<file path="src/rtl/uart_tx_fifo.sv">
// rtl/uart_tx_fifo.sv - byte transmit FIFO feeding the UART transmitter; UART_TX_FIFO_OVF_EN builds the sticky overflow flag
module uart_tx_fifo #(
  parameter int DEPTH = 16,
  parameter int CW    = $clog2(DEPTH) + 1
) (
  input  logic          i_clk,
  input  logic          i_reset,
  input  logic          i_wr_en,
  input  logic [7:0]    i_wr_data,
  output logic          o_full,
  output logic          o_empty,
  output logic [CW-1:0] o_count,
  output logic          o_busy,
  output logic          o_overflow,
  input  logic          i_ovf_clr,
  output logic          o_send,
  output logic [7:0]    o_data_in,
  input  logic          i_tx_active,
  input  logic          i_tx_done
);

  localparam int AW = $clog2(DEPTH);

  typedef enum logic [1:0] {
    S_IDLE,
    S_LAUNCH,
    S_WAIT_START,
    S_WAIT_DONE
  } state_t;

  state_t          r_state;
  state_t          w_state_nxt;
  logic [7:0]      r_mem [DEPTH];
  logic [AW-1:0]   r_wr_ptr;
  logic [AW-1:0]   r_rd_ptr;
  logic [CW-1:0]   r_count;
  logic [CW-1:0]   w_count_nxt;
  logic            r_full;
  logic            r_empty;
  logic            r_busy;
  logic            r_send;
  logic [7:0]      r_data_in;
  logic            w_push;
  logic            w_pop;

  // A full FIFO refuses writes even if a pop happens in the same cycle.
  assign w_push = i_wr_en && !r_full;
  // Pop only when the transmitter is free, so a frame left running across a reset is never overrun.
  assign w_pop  = (r_state == S_IDLE) && !r_empty && !i_tx_active;

  // Occupancy after this cycle's push/pop; feeds the registered full/empty flags.
  always_comb begin
    w_count_nxt = r_count;
    case ({w_push, w_pop})
      2'b10:   w_count_nxt = r_count + 1'b1;
      2'b01:   w_count_nxt = r_count - 1'b1;
      default: w_count_nxt = r_count;
    endcase
  end

  // Launch FSM next state; a done pulse in WAIT_START wins so short frames never strand the FSM.
  always_comb begin
    w_state_nxt = r_state;
    case (r_state)
      S_IDLE:       if (w_pop) w_state_nxt = S_LAUNCH;
      S_LAUNCH:     w_state_nxt = S_WAIT_START;
      S_WAIT_START: begin
        if (i_tx_done)        w_state_nxt = S_IDLE;
        else if (i_tx_active) w_state_nxt = S_WAIT_DONE;
      end
      S_WAIT_DONE:  if (i_tx_done) w_state_nxt = S_IDLE;
      default:      w_state_nxt = S_IDLE;
    endcase
  end

  // Byte storage; contents need no reset because occupancy governs what is read.
  always_ff @(posedge i_clk) begin
    if (w_push) r_mem[r_wr_ptr] <= i_wr_data;
  end

  // Pointers, occupancy, FSM state and all registered outputs.
  always_ff @(posedge i_clk) begin
    if (i_reset) begin
      r_state   <= S_IDLE;
      r_wr_ptr  <= '0;
      r_rd_ptr  <= '0;
      r_count   <= '0;
      r_full    <= 1'b0;
      r_empty   <= 1'b1;
      r_busy    <= 1'b0;
      r_send    <= 1'b0;
      r_data_in <= 8'h00;
    end else begin
      r_state <= w_state_nxt;
      r_count <= w_count_nxt;
      r_full  <= (w_count_nxt == CW'(DEPTH));
      r_empty <= (w_count_nxt == '0);
      r_busy  <= (w_state_nxt != S_IDLE);
      r_send  <= (w_state_nxt == S_LAUNCH);
      if (w_push) r_wr_ptr <= r_wr_ptr + 1'b1;
      if (w_pop) begin
        r_rd_ptr  <= r_rd_ptr + 1'b1;
        r_data_in <= r_mem[r_rd_ptr];
      end
    end
  end

`ifdef UART_TX_FIFO_OVF_EN
  logic r_overflow;

  // Sticky overflow; a dropped write in the same cycle as a clear keeps the flag set.
  always_ff @(posedge i_clk) begin
    if (i_reset)                  r_overflow <= 1'b0;
    else if (i_wr_en && r_full)   r_overflow <= 1'b1;
    else if (i_ovf_clr)           r_overflow <= 1'b0;
  end

  assign o_overflow = r_overflow;
`else
  logic w_unused_ovf_clr;

  assign w_unused_ovf_clr = i_ovf_clr;
  assign o_overflow       = 1'b0;
`endif

  assign o_full    = r_full;
  assign o_empty   = r_empty;
  assign o_count   = r_count;
  assign o_busy    = r_busy;
  assign o_send    = r_send;
  assign o_data_in = r_data_in;

endmodule
</file>
<file path="config.mk">
export PLATFORM = sky130hd
export DESIGN_NAME = uart_tx_fifo
export DESIGN_NICKNAME = d
export VERILOG_FILES = /design/src/rtl/uart_tx_fifo.sv
export SDC_FILE = /design/constraint.sdc
export NUM_CORES = 1
export LEC_CHECK = 0
export ABC_CLOCK_PERIOD_IN_PS = 9400
export CORE_MARGIN = 4
export CORE_UTILIZATION = 50
export DETAILED_ROUTE_END_ITERATION = 7
export PLACE_DENSITY = 0.68
export RECOVER_POWER = 100
export SKIP_LAST_GASP = 1
export SYNTH_ARGS = -nofsm -noshare
export SYNTH_HDL_FRONTEND = slang
export SYNTH_SLANG_ARGS = --single-unit
</file>
<file path="constraint.sdc">
create_clock -name i_clk -period 9.4 [get_ports i_clk]
set_input_delay 2.82 -clock i_clk [delete_from_list [all_inputs] [get_ports i_clk]]
set_output_delay 2.82 -clock i_clk [all_outputs]
set_load 0.05 [all_outputs]
</file>
==> results of run 1 <==
[critical path: stages]
cell	delay, ns
dlygate4sd3_1	0.55
or4_1	0.55
inv_1	0.40
ha_1	0.37
xor2_1	0.10
ha_1	0.23
a21oi_1	0.23
xnor2_1	0.10
nor2_1	0.20
mux2i_1	0.27
nor4bb_1	0.31
[where the power goes]
part / internal, mW / switching (mW)
sequential: 0.768 / 0.0143
combinational: 0.0905 / 0.129
clock: 0.393 / 0.259
[state kept, by name (all words and copies together) (netlist names)]
signal / flops
r_wr_ptr: 4
o_count: 5
o_empty: 1
o_busy: 1
o_send: 1
r_mem: 128
r_state: 2
o_data_in: 8
r_rd_ptr: 4
o_full: 1
[cell families after synthesis]
group,after synthesis
flip-flops,155
AND/OR/NAND/NOR,70
AO/OA/AOI/OAI,42
multiplexers,35
buffers and inverters,27
XOR/XNOR,10
adder cells (fa/ha/maj),8
other,1
[per-stage QoR]
stage | utilization | worst slack, ns
CTS | 0.595 | 3.72
finish | 0.594 | 3.58
global placement | 0.548 | 3.39
detailed placement | 0.548 | 3.28
floorplan | - | 4.10
global route | 0.594 | 3.29
[worst paths after layout]
check,start,to,slack (ns),depth (start not counted)
min,o_data_in[5],o_data_in[5],0.49,2
max,i_tx_active,o_full,3.58,11
min reg2reg,o_data_in[5],o_data_in[5],0.49,2
max reg2reg,r_state[0],o_full,6.17,10
[cell usage after synthesis (all sizes together) (2+ instances only)]
master,n
edfxtp,128
mux4,32
dfxtp,27
nor2,25
buf,12
nand2,12
nand2b,12
o22ai,9
a21oi,8
a221oi,8
a22o,8
ha,8
inv,7
clkbuf,6
xor2,6
nor3,5
xnor2,4
nor2b,3
and2b,2
clkdlybuf4s25,2
mux2i,2
nand4,2
o21ai,2
or2b,2
[layer usage]
metal  GRT usage  vias to the layer above  wire length, um
met5           0                        -                0
met4      0.0680                        0              152
met3      0.0500                       11              742
met2       0.272                       88             5710
met1       0.219                     1578             4750
li1            -                     1463                -
[final cells by class]
class / instances / area, um^2 / area share
Clock inverter: 9 / 90.1 / 0.0125
Tap cell: 168 / 210 / 0.0291
Inverter: 7 / 26.3 / 0.00364
Sequential cell: 155 / 4390 / 0.607
Multi-Input combinational cell: 166 / 1710 / 0.237
Clock buffer: 23 / 488 / 0.0676
Timing Repair Buffer: 34 / 313 / 0.0433
==> flow_summary.toml, run 1 <==
[synthesis]
syn_inst = 348
netlist.area_leader.share = 0.612
synthMuxAreaShare = 0.136
synth.ff_latch_count = 155
synth_area_um2 = 6280
yosysSeqAreaShare = 0.698
synth_edf_count = 128
synthTopCellsByArea = "edfxtp_1 (61%), mux4_1 (11%), dfxtp_1 (8.6%), mux4_2 (1.8%), ha_1 (1.6%)"
avgSynthCellArea_um2 = 18.1
ys_types = 46
synth_top_family_by_area = "multiplexers"
ys_async_sr_fraction = 0
ys_warn_count = 0
synth_flop_cell = "edfxtp_1"
synth_fp_nets = 370
synth_fa_ha_area_frac = 0.0159
yosys.area_share.simple = 0.0568
synth_compound_area_frac = 0.0490
synth_xor_area_frac = 0.0139
synth_area_leader_cell = "edfxtp_1"

[timing]
fin_crit_ns = 5.82
hold_ws_ns = 0.487
skew_ns = 0.0102
rsz0062_at_grt = "no"
fmax_ghz = 0.172
tightest_slew_ns = 0.942
finalSetupTns_ns = 0
final_max_slew_viol_count = 0
hold_viol_final = 0
relSlewSlack = 0.370
period_share = 0.619
setup_viol = 0

[layout]
n_antenna_cell = 0
layout_common_cells = "edfxtp_1 (128), dlygate4sd3_1 (28), mux4_1 (27)"
stdcell_area_um2 = 7220
areaGrowthSynthToFinish_pct = 15.0
drive_gt1_frac = 0.109
nets = 403
fillers = 914
fin_cells = 562
final_common_cell = "edfxtp_1"

[route]
via_per_inst = 5.59
antenna_left = 0
drt-pass1-iter-count = 4
vias = 3140
drc = 0
routed_wl_um = 11400
drt-wirelength-per-cell_um = 20.2
drt_first_iter_violations = 302

[global_route]
grt_pass1_wl_um = 17900
grt_usage = 0.170
antenna_found_initial = 0
grt_max_degree = 36
grt_remaining_overflow = 0
grt_pass1_vias = 3185

[floorplanning]
die_area_um2 = 14400
core_um2 = 12200
rows = 40
die_h_um = 120
ios = 32
start_util = 0.517
die_w_um = 120

[clock_network]
cts.path.max_buffers = 2
h-tree-depth = 4
clockRootBuffer = "clkbuf_16"
cts_resized = 0
clk_pin_slew_ns = 0.06
post_cts_buffers = 0
cts_made_buffers = 17
insertion_delay_ns = 0.42
cts.sink_count = 155
cts_tree = "built"
cts_hold_buf = 0

[worst_setup_path]
crit_path_start_kind = "input pin"
crit_path_end_kind = "flop"
crit_type = "in2reg"
cp.arrival_ns = 6.13
crit_fanout = 15
worstPathRequired_ns = 9.72

[placed_design]
dp_hpwl_um = 7010
place_area_um2 = 6660
gp_congestion = 0.702
dp.cells = 530
port_buffers = 29

[pwr]
p_leak_nw = 2.43
finalPower_mw = 1.65
peakVddDrop_mv = 0.174
powerDensity_nw_per_um2 = 229

[run_status]
status = "finished clean"

[min_path]
hold_path_class = "reg2reg"

[job]
cap_violations = 0
Power figures use the tool's default switching activity.
==> inputs of run 2 (changes only) <==
ABC_CLOCK_PERIOD_IN_PS = 4800   (was 9400)
PLACE_DENSITY = 0.71   (was 0.68)
clock period = 4.8 ns   (was 9.4 ns; I/O delays follow)
==> flow_summary.toml, run 2 (same netlist as run 1, synthesis figures left out) <==
[run_status]
status = "finished clean"

[route]
drt_first_iter_violations = 269
drc = 0
via_per_inst = 5.60
drt-pass1-iter-count = 4
drt-wirelength-per-cell_um = 19.6
vias = 3161
routed_wl_um = 11000
antenna_left = 0

[pwr]
p_leak_nw = 2.49
power_frac_seq = 0.446
swShare = 0.225
finalPower_mw = 3.49
switchingPower_uw = 785
clockPowerShare = 0.436
peakVddDrop_mv = 0.454
intPower_mw = 2.70
combPwrFrac = 0.118
powerDensity_nw_per_um2 = 476

[placed_design]
dp_hpwl_um = 7010
place_area_um2 = 6680
gp_congestion = 0.784
place_ws_ns = 0.493
port_buffers = 29

[worst_setup_path]
ff2ff_path_depth = 9
ff2ff_setup_slack_ns = 2.01
r2r_start = "r_state[0]"
r2r_end = "o_full"
cp.buffers_inverters = 3
crit_path_end_kind = "flop"
slowest_stage = "or4_1"
critPathTopFamily = "simple AND/OR/NAND/NOR gates"
crit_path_start_kind = "input pin"
worst_path_largest_cell_delay_ns = 0.55
crit_fanout = 14
cp.arrival_ns = 4.33
worstPathRequired_ns = 5.13
path_cells = "dlygate4sd3_1 -> or4_1 -> inv_1 -> buf_4 -> ha_1 -> and3b_1 -> a211oi_1 -> a21oi_1 -> o22ai_1 -> nor4bb_1"
crit_type = "in2reg"

[layout]
layout_common_cells = "edfxtp_1 (128), dlygate4sd3_1 (28), mux4_1 (27)"
n_antenna_cell = 0
largest_reg_flops = 128
largest-register = "r_mem"
drive_gt1_frac = 0.111
stdcell_area_um2 = 7330
areaGrowthSynthToFinish_pct = 16.7
nets = 405
final_common_cell = "edfxtp_1"

[floorplanning]
die_h_um = 120
rows = 40
start_util = 0.517
core_um2 = 12200
die_area_um2 = 14400
ios = 32
die_w_um = 120

[clock_network]
insertion_delay_ns = 0.41
cts_resized = 0
cts.sink_count = 155
clk_pin_slew_ns = 0.06
h-tree-depth = 4
cts_tree = "built"
clockRootBuffer = "clkbuf_16"
cts_made_buffers = 17
cts_hold_buf = 0
post_cts_buffers = 0
cts.path.max_buffers = 2

[global_route]
grt_max_degree = 35
grt_usage = 0.165
grt_pass1_vias = 3212
grt_pass1_wl_um = 17700
grt_remaining_overflow = 0
antenna_found_initial = 0

[timing]
tightest_slew_ns = 0.913
rsz0062_at_grt = "no"
skew_ns = 0.00454
hold_viol_final = 0
fin_crit_ns = 4.00
fmax_ghz = 0.250
final_max_slew_viol_count = 0
setup_viol = 0
relSlewSlack = 0.389
finalSetupTns_ns = 0
period_share = 0.834
post-route-worst-setup-slack_ns = 0.798

[min_path]
hold_path_class = "reg2reg"
hold_depth = 2
hold_path_end = "o_data_in[7]"
hp-start = "o_data_in[7]"

[job]
cap_violations = 0
==> run 2: cell types whose count changed in the layout (fill, tap and decap cells not counted) <==
cell       delta
bufinv_16     +6
clkbuf_8      -4
clkinv_4      -4
clkinv_2      +2
buf_4         +1
clkinv_1      +1
==> run 2: metal layers <==
layer,wire [um],GRT usage
met5,0,0
met1,5010,0.226
met4,187,0.0659
met2,5260,0.251
met3,569,0.0467
==> run 2: how the worst max path moves through the flow <==
| stage | start | end | slack [ns] | cells past startpoint |
|---|---|---|---|---|
| floorplan | i_tx_active | o_empty | 0.88 | 11 |
| global placement | i_tx_active | o_full | 0.54 | 11 |
| detailed placement | i_tx_active | o_full | 0.49 | 10 |
| CTS | i_tx_active | o_full | 0.94 | 10 |
| global route | i_tx_active | o_full | 0.52 | 10 |
| finish | i_tx_active | o_full | 0.80 | 10 |
==> run 2: area by class of cell <==
type / count / area (um^2)
clock buffer: 18 / 429
clock inverter: 14 / 249
fill: 876 / 4830
inverter: 7 / 26.3
multi-input combinational: 166 / 1710
sequential: 155 / 4390
tap: 168 / 210
timing repair buffer: 36 / 324
==> run 2: worst reg2reg max path: cells and delay by family (launching register included) <==
family          cells  cell delay (ns)
compound gates      3             0.76
simple gates        3             1.01
buf+inv             2             0.33
flops               1             0.32
fa+ha+maj           1             0.29
==> run 2: power groups by stage <==
stage / Clock, mW / Sequential [mW] / Combinational (mW)
detailed placement: 0 / 1.59 / 0.423
CTS: 1.54 / 1.56 / 0.426
global route: 1.61 / 1.57 / 0.443
finish: 1.52 / 1.56 / 0.410
global placement: 0 / 1.58 / 0.416
floorplan: 0 / 1.64 / 0.262
==> run 2: stage by stage <==
step / hold WS (ns) / util / std cells
floorplan: 0.482 / - / 348
global placement: 0.475 / 0.549 / 532
detailed placement: 0.475 / 0.549 / 532
CTS: 0.488 / 0.605 / 564
global route: 0.521 / 0.603 / 564
finish: 0.484 / 0.603 / 564
==> inputs of run 3 (changes only) <==
ABC_CLOCK_PERIOD_IN_PS = 3340   (was 4800)
clock period = 3.34 ns   (was 4.8 ns; I/O delays follow)
==> flow_summary.toml, run 3 (same netlist as run 1, synthesis figures left out) <==
[layout]
final_common_cell = "edfxtp_1"
post-route-util = 0.607
nets = 430
n_antenna_cell = 0
largest_reg_flops = 128
layout_common_cells = "edfxtp_1 (128), mux4_1 (27), dlygate4sd3_1 (26), dfxtp_1 (26), nor2_1 (25)"
drive_gt1_frac = 0.145
areaGrowthSynthToFinish_pct = 17.5
largest-register = "r_mem"
stdcell_area_um2 = 7380

[clock_network]
insertion_delay_ns = 0.41
cts_tree = "built"
clk_pin_slew_ns = 0.06
clockRootBuffer = "clkbuf_16"
cts.path.max_buffers = 2
cts.sink_count = 155
h-tree-depth = 4
cts_made_buffers = 17
cts_hold_buf = 0

[global_route]
grt_remaining_overflow = 0
grt_usage = 0.173
grt_max_degree = 21
grt_pass1_wl_um = 18400
grt_pass1_vias = 3323
antenna_found_initial = 0

[placed_design]
place_area_um2 = 6880
dp_hpwl_um = 7410
gp_congestion = 0.747
port_buffers = 29

[floorplanning]
die_h_um = 120
die_area_um2 = 14400
start_util = 0.517
core_um2 = 12200
die_w_um = 120
ios = 32
rows = 40

[route]
routed_wl_um = 11300
drt-wirelength-per-cell_um = 19.2
drc = 0
vias = 3237
drt_first_iter_violations = 267
drt-pass1-iter-count = 4
via_per_inst = 5.50
antenna_left = 0

[pwr]
p_leak_nw = 2.49
powerDensity_nw_per_um2 = 635
finalPower_mw = 4.69
peakVddDrop_mv = 0.435

[timing]
final_max_slew_viol_count = 0
skew_ns = 0.00759
period_share = 0.938
fin_crit_ns = 3.13
tightest_slew_ns = 0.927
relSlewSlack = 0.381
setup_viol = 0
hold_ws_ns = 0.486
hold_viol_final = 0
finalSetupTns_ns = 0
fmax_ghz = 0.319

[worst_setup_path]
worstPathRequired_ns = 3.66
crit_path_start_kind = "input pin"
cp.arrival_ns = 3.45
crit_type = "in2reg"
crit_path_end_kind = "flop"
crit_fanout = 3

[job]
cap_violations = 0

[min_path]
hold_path_class = "reg2reg"

[run_status]
status = "finished clean"
[run 3: cell types whose count changed in the layout (fill, tap and decap cells not counted), sizes merged]
cell,previous run,this run
buf,2,12
clkdlybuf4s50,1,3
inv,7,12
bufinv,7,1
clkinv,6,2
clkbuf,23,40
clkinvlp,1,4
dlygate4sd3,28,26
[run 3: area by class of cell]
cell class / count / area (um^2)
clock buffer: 20 / 447
clock inverter: 12 / 114
fill: 895 / 4780
inverter: 7 / 28.8
multi-input combinational: 166 / 1740
sequential: 155 / 4390
tap: 168 / 210
timing repair buffer: 61 / 459
[run 3: layer usage]
| metal | routed length (um) | part of all wire | global-route usage |
|---|---|---|---|
| met1 | 4980 | 0.44 | 0.219 |
| met5 | 0 | 0 | 0 |
| met3 | 420 | 0.037 | 0.0490 |
| met2 | 5680 | 0.50 | 0.282 |
| met4 | 212 | 0.019 | 0.0709 |
[run 3: worst paths after layout]
kind	startpoint	to	slack, ns	depth (start not counted)
hold / removal	o_data_in[3]	o_data_in[3]	0.49	2
setup / recovery	i_tx_active	o_full	0.21	11
hold reg to reg	o_data_in[3]	o_data_in[3]	0.49	2
setup reg to reg	r_state[0]	o_full	0.79	10
[run 3: what timing repair did]
| item | 4_1_cts | 5_1_grt |
|---|---|---|
| resized for setup | 0 | 6 |
| setup endpoints to repair | 0 | 2 |
| setup buffers | 0 | 0 |
[run 3: worst max-delay path: stages]
cell and delay (ns):
clkdlybuf4s50_1 0.42, or4_4 0.45, inv_4 0.08, ha_4 0.13, xor2_1 0.14, ha_2 0.23
mux2_4 0.31, o21ai_2 0.14, nand3_2 0.09, xor2_1 0.20, nor4bb_1 0.27
[run 3: stage by stage]
step / setup WS [ns] / cells
final: 0.208 / 589
after global routing: -0.00340 / 589
after CTS: 0.141 / 589
after detailed placement: -0.290 / 557
after global placement: -0.256 / 557
after floorplan: 0.0557 / 348
[run 3: report_power, final]
group	switching, mW	total (mW)	internal (mW)
Sequential	0.0734	2.23	2.16
Clock	0.744	1.80	1.05
Combinational	0.357	0.662	0.305
Total	1.17	4.69	3.52
